`config.mk`:
```
export PLATFORM = sky130hd
export DESIGN_NAME = mem_burst_reader
export DESIGN_NICKNAME = d
export VERILOG_FILES = /design/src/rtl/mem_burst_reader.sv
export SDC_FILE = /design/constraint.sdc
export NUM_CORES = 1
export LEC_CHECK = 0
export ABC_AREA = 1
export BUFFER_PORTS_ARGS = -buffer_cell sky130_fd_sc_hd__buf_2
export CORE_MARGIN = 3
export CORE_UTILIZATION = 47
export DETAILED_ROUTE_END_ITERATION = 12
export GPL_ROUTABILITY_DRIVEN = 0
export GPL_TIMING_DRIVEN = 0
export PLACE_DENSITY = 0.79
export RECOVER_POWER = 100
export SETUP_SLACK_MARGIN = 0.3
export SLEW_MARGIN = 40
export SYNTH_ARGS = -nofsm -noshare
export SYNTH_HDL_FRONTEND = slang
export SYNTH_SLANG_ARGS = --single-unit
```
`constraint.sdc`:
```
create_clock -name clk -period 3 [get_ports clk]
set_input_delay 0.45 -clock clk [delete_from_list [all_inputs] [get_ports clk]]
set_output_delay 0.45 -clock clk [all_outputs]
set_load 0.03 [all_outputs]
```
`src/rtl/mem_burst_reader.sv`:
```
// rtl/mem_burst_reader.sv - reads a burst of consecutive words from a 1-cycle-latency memory onto a valid/ready stream.
// Optional READ_CHECKSUM_EN adds a running XOR checksum of delivered words.
module mem_burst_reader #(
  parameter int DATA_W = 8,
  parameter int ADDR_W = 4
) (
  input  logic              clk,
  input  logic              res,
  input  logic              start,
  input  logic [ADDR_W-1:0] base_addr,
  input  logic [ADDR_W:0]   count,
  output logic              mem_rd_en,
  output logic [ADDR_W-1:0] mem_addr,
  input  logic [DATA_W-1:0] mem_rdata,
  output logic [DATA_W-1:0] out_data,
  output logic              out_valid,
  input  logic              out_ready,
  output logic              out_last,
  output logic              busy,
  output logic              done
`ifdef READ_CHECKSUM_EN
  ,
  output logic [DATA_W-1:0] checksum
`endif
);

  typedef enum logic [2:0] {
    S_IDLE,
    S_ISSUE,
    S_WAIT,
    S_HOLD,
    S_DONE
  } state_t;

  localparam logic [ADDR_W:0]   REM_ONE  = {{ADDR_W{1'b0}}, 1'b1};
  localparam logic [ADDR_W-1:0] ADDR_ONE = {{(ADDR_W-1){1'b0}}, 1'b1};

  state_t              r_state;
  state_t              w_next;
  logic [ADDR_W-1:0]   r_addr;
  logic [ADDR_W:0]     r_rem;
  logic [DATA_W-1:0]   r_out_data;
  logic                r_out_valid;
  logic                r_out_last;
  logic                w_handshake;
  logic                w_last_word;

  assign w_handshake = r_out_valid & out_ready;
  assign w_last_word = (r_rem == REM_ONE);

  always_comb begin
    w_next = r_state;
    case (r_state)
      S_IDLE: begin
        if (start) begin
          w_next = (count == '0) ? S_DONE : S_ISSUE;
        end
      end
      S_ISSUE: w_next = S_WAIT;
      S_WAIT:  w_next = S_HOLD;
      S_HOLD: begin
        if (w_handshake) begin
          w_next = w_last_word ? S_DONE : S_ISSUE;
        end
      end
      S_DONE:  w_next = S_IDLE;
      default: w_next = S_IDLE;
    endcase
  end

  always_ff @(posedge clk) begin
    if (res) begin
      r_state     <= S_IDLE;
      r_addr      <= '0;
      r_rem       <= '0;
      r_out_data  <= '0;
      r_out_valid <= 1'b0;
      r_out_last  <= 1'b0;
    end else begin
      r_state <= w_next;
      case (r_state)
        S_IDLE: begin
          if (start && (count != '0)) begin
            r_addr <= base_addr;
            r_rem  <= count;
          end
        end
        S_WAIT: begin
          r_out_data  <= mem_rdata;
          r_out_valid <= 1'b1;
          r_out_last  <= w_last_word;
        end
        S_HOLD: begin
          if (w_handshake) begin
            r_out_valid <= 1'b0;
            r_out_last  <= 1'b0;
            r_rem       <= r_rem - REM_ONE;
            if (!w_last_word) begin
              r_addr <= r_addr + ADDR_ONE;
            end
          end
        end
        default: ;
      endcase
    end
  end

`ifdef READ_CHECKSUM_EN
  logic [DATA_W-1:0] r_checksum;

  // Cleared by any start taken in IDLE, including a zero-length burst.
  always_ff @(posedge clk) begin
    if (res) begin
      r_checksum <= '0;
    end else if ((r_state == S_IDLE) && start) begin
      r_checksum <= '0;
    end else if ((r_state == S_HOLD) && w_handshake) begin
      r_checksum <= r_checksum ^ r_out_data;
    end
  end

  assign checksum = r_checksum;
`endif

  assign mem_rd_en = (r_state == S_ISSUE);
  assign mem_addr  = r_addr;
  assign out_data  = r_out_data;
  assign out_valid = r_out_valid;
  assign out_last  = r_out_last;
  assign busy      = (r_state != S_IDLE);
  assign done      = (r_state == S_DONE);

endmodule
```
# == Yosys cells after proc, flatten, opt, wreduce, memory -nomap -nowiden ==
# Cells that the tools add are included.
# totals
wordCells,44
inputBits,21
regBits,22
out_inout_bits,17
# classes
muxes,15
n_addsub,2
n_reduce_logical,11
n_eq_ne,9
n_bitwise,1
# op_table
operator,n
$mux W3,4
$mux W4,3
$pmux W3 S4,1
$mux W5,2
$pmux W5 S2,1
$ne A2 B2 Y1 const B,4
$pmux W4 S2,1
$eq A3 B2 Y1 const B,2
$eq A5 B1 Y1 const B,1
$logic_not A5 Y1,1
$reduce_bool A5 Y1,1
$sub A5 B1 Y5 const B,1
$add A4 B1 Y4 const B,1
$pmux W1 S2,2
$reduce_and A2 Y1,2
$reduce_and A4 Y1,1
$reduce_bool A2 Y1,2
$eq A3 B1 Y1 const B,1
$eq A3 B3 Y1 const B,1
$logic_not A3 Y1,1
$reduce_and A3 Y1,1
$reduce_bool A3 Y1,1
$and A1 B1 Y1,1
$logic_and A1 B1 Y1,1
$mux W1,1

# == Depth between registers and ports, before layout ==
# depth
word_depth,4
depth_mapped,9
mapped_depth_nobuf,9

# == Worst setup path before layout ==
# Ideal clock, no wire load.
# synth_timing
path_type,reg-to-output
from,register r_state[0]
to,output port mem_rd_en
path_buffers,0
t_arrival_ns,1.141
required_time_ns,2.550
stages_incl_launch_ff,3
path_slack_ns,1.409
path_cell_list,dfxtp_1 -> inv_1 -> nor3_1
# synth_via
elab_chain_len,1
# synth_lines
element,line,rtl
from (decl),38,state_t r_state;
from (signal assigned),80,r_state <= w_next;
$eq A3 B1 Y1,125,assign mem_rd_en = (r_state == S_ISSUE);
to (decl),12,"output logic mem_rd_en,"
# Every way passes these cells.

# == Final worst setup path ==
# Same ends and word-level chain as after synthesis.

==> metrics <==
max cap viols=0; CTS Sinks=22; most common cell in the netlist=nor2_1; Distinct cells, synth=16; Setup crit end kind=output pin; ys async rst share=0; DP Wirelength=2.06 mm; Die ar.=3140 sq um; DR WL/cell=10.3 um; Clock power frac=0.152; P_leak=0.000734 uW; worst path bufs/invs=2; Commonest cells post-synth=49 x nor2_1, 48 x nand2_1, 22 x dfxtp_1; die outline width=56.1 um; Clock Skew=4.69 ps; RSZ-0062 raised after global routing=false; Sw Share=0.487; Worst Hold Depth=2; Top FF cell, synth=dfxtp_1; Worst path top cell family by delay=flip-flops; Final Non-Filler Cells=260; critical-path cell list=inv_1 -> nor3_1 -> clkbuf_1; vias in the first global route=1173; internal power contribution=766 uW; hold slack=353 ps; HP Class=input port to register; Worst path max stage delay=470 ps; first-pass GRT wire length=4.67 mm; Worst setup SP type=register; final core occ=0.620; Synth Warn #=0; Max-Slew Margin vs Limit=0.678; Synth area leader=dfxtp_1; Reg clk slew, reported paths=120 ps; Worst-Margin Slew=481 ps; Seq cells post-synth=22; WP data arrival=1370 ps; DRT iter0 DRCs=56; combinational fraction of design power=0.524; Core Box Area=2300 sq um; Post-Syn Area=1180 sq um; count of final setup violators=0; detail-routed via count per cell=4.75; Buffers on Ports=37; Cells after Synth=191; Antenna diodes=0; CP max stage cell=dfxtp_1; Worst R2R Path Depth=7; Sequential Power Share=0.324; Ports=38; layout cells sized above 1=0.129; P&R area growth vs syn=20.9%; routed wire length=2.67 mm; H-tree levels=1; drc violations=0; setup repair bufs after CTS=0; setup tns final=0 ps; Mean Syn Cell Area=6.17 sq um; fmax=551 MHz; fin. max-slew vios=0; power per standard cell area=1050 nW/um^2; crit path time final=1820 ps; Tcrit/Tclk final=0.605; First-pass DRT Iterations=4; Initial Utilization=0.513; Max clock buf depth=2; Inst Count DP=256; worst setup margin=1180 ps; Site Rows=17; status=completed; Post-CTS Resized=0; Req. time, crit path=2550 ps; Die H=56.1 um; Hold Buf Count CTS=0; initial antenna violation count=0; CTS tree=yes; critical path depth=3; pre-CTS WS=1500 ps; Worst-Skew Late Latency=310 ps; Post-synth EDFFs=0; Max VDD drop=0.000608 V; DRT antenna net count=0; Num CTS Buffers=3; remaining global-route overflow=0; largest net degree at the start of global routing=14; peak fanout along the critical path=7; Global Route Usage Sum=0.180; sequential fraction of the synthesis area=0.374; CTS root buf=clkbuf_4; fin nets=257; via count=1235; ranking of synthesized cells by area=dfxtp_1 37%, nor2_1 16%, nand2_1 15%; syn nets=215; kind of critical path=register to output pin; Hold Violations, Final=0; sw power=728 uW; share of the synthesized area in the top cell type=0.374
state kept, by name, indices dropped and copies added (netlist names):
name,count
out_data,8
r_rem,5
mem_addr,4
r_state,3
out_last,1
out_valid,1
worst register-to-register path, stage by stage (launching register included):
cell	delay, ps
dfxtp_1	350
inv_1	120
nand2_1	100
nor2_1	390
inv_1	110
clkbuf_1	240
nor2_1	150
nor2_1	60
logic make-up after synthesis:
family          count (synthesis)  synth area share
compound gates                 19            0.0817
fa+ha+maj                       3            0.0319
buf+inv                        24            0.0807
flops                          22             0.374
simple gates                  123             0.432
path summary, 6_finish.rpt:
path	start	end	slack, ps
setup reg to reg	r_state[2]	out_data[1]	1400
hold / removal	res	r_state[1]	350
setup / recovery	r_state[0]	mem_rd_en	1180
hold reg to reg	out_valid	out_valid	490
metal layers:
metal | global-route usage | routed length [um] | share of wire | up-vias
li1 | - | - | - | 676
met3 | 0.0394 | 126 | 0.047 | 2
met4 | 0.0373 | 18 | 0.0068 | 0
met2 | 0.317 | 1230 | 0.46 | 32
met1 | 0.222 | 1290 | 0.48 | 525
met5 | 0 | 0 | 0 | -
layout make-up:
cell class | count | area (sq um)
buffer | 4 | 17.5
clock buffer | 3 | 22.5
clock inverter | 1 | 30.0
fill | 257 | 872
inverter | 20 | 75.1
multi-input combinational | 145 | 641
sequential | 22 | 440
tap | 28 | 35.0
timing repair buffer | 37 | 164
placed cells by master (no fill, tap or decap), drive strengths merged:
cell type and n:
a21oi 3, nor2 51, nand4 1, inv 20, buf 22, ha 3
o21ai 15, a31oi 1, dfxtp 22, bufinv 1, nand3b 3, nand3 13
nor3 4, nand2 49, clkbuf 22, or2 2
power groups by stage:
stage	Combinational, uW	Sequential, uW	Clock, uW
2_1_floorplan	482	616	0
5_1_grt	898	503	241
3_3_place_gp	803	485	0
6_report	783	484	227
3_5_place_dp	815	486	0
4_1_cts	819	482	233
through the flow:
step | total power (uW) | instance area, sq um
3_5_place_dp | 1300 | 1400
2_1_floorplan | 1100 | 1180
6_report | 1490 | 1430
5_1_grt | 1640 | 1430
3_3_place_gp | 1290 | 1400
4_1_cts | 1530 | 1450
Note: power is estimated with default switching activity, not from simulation.
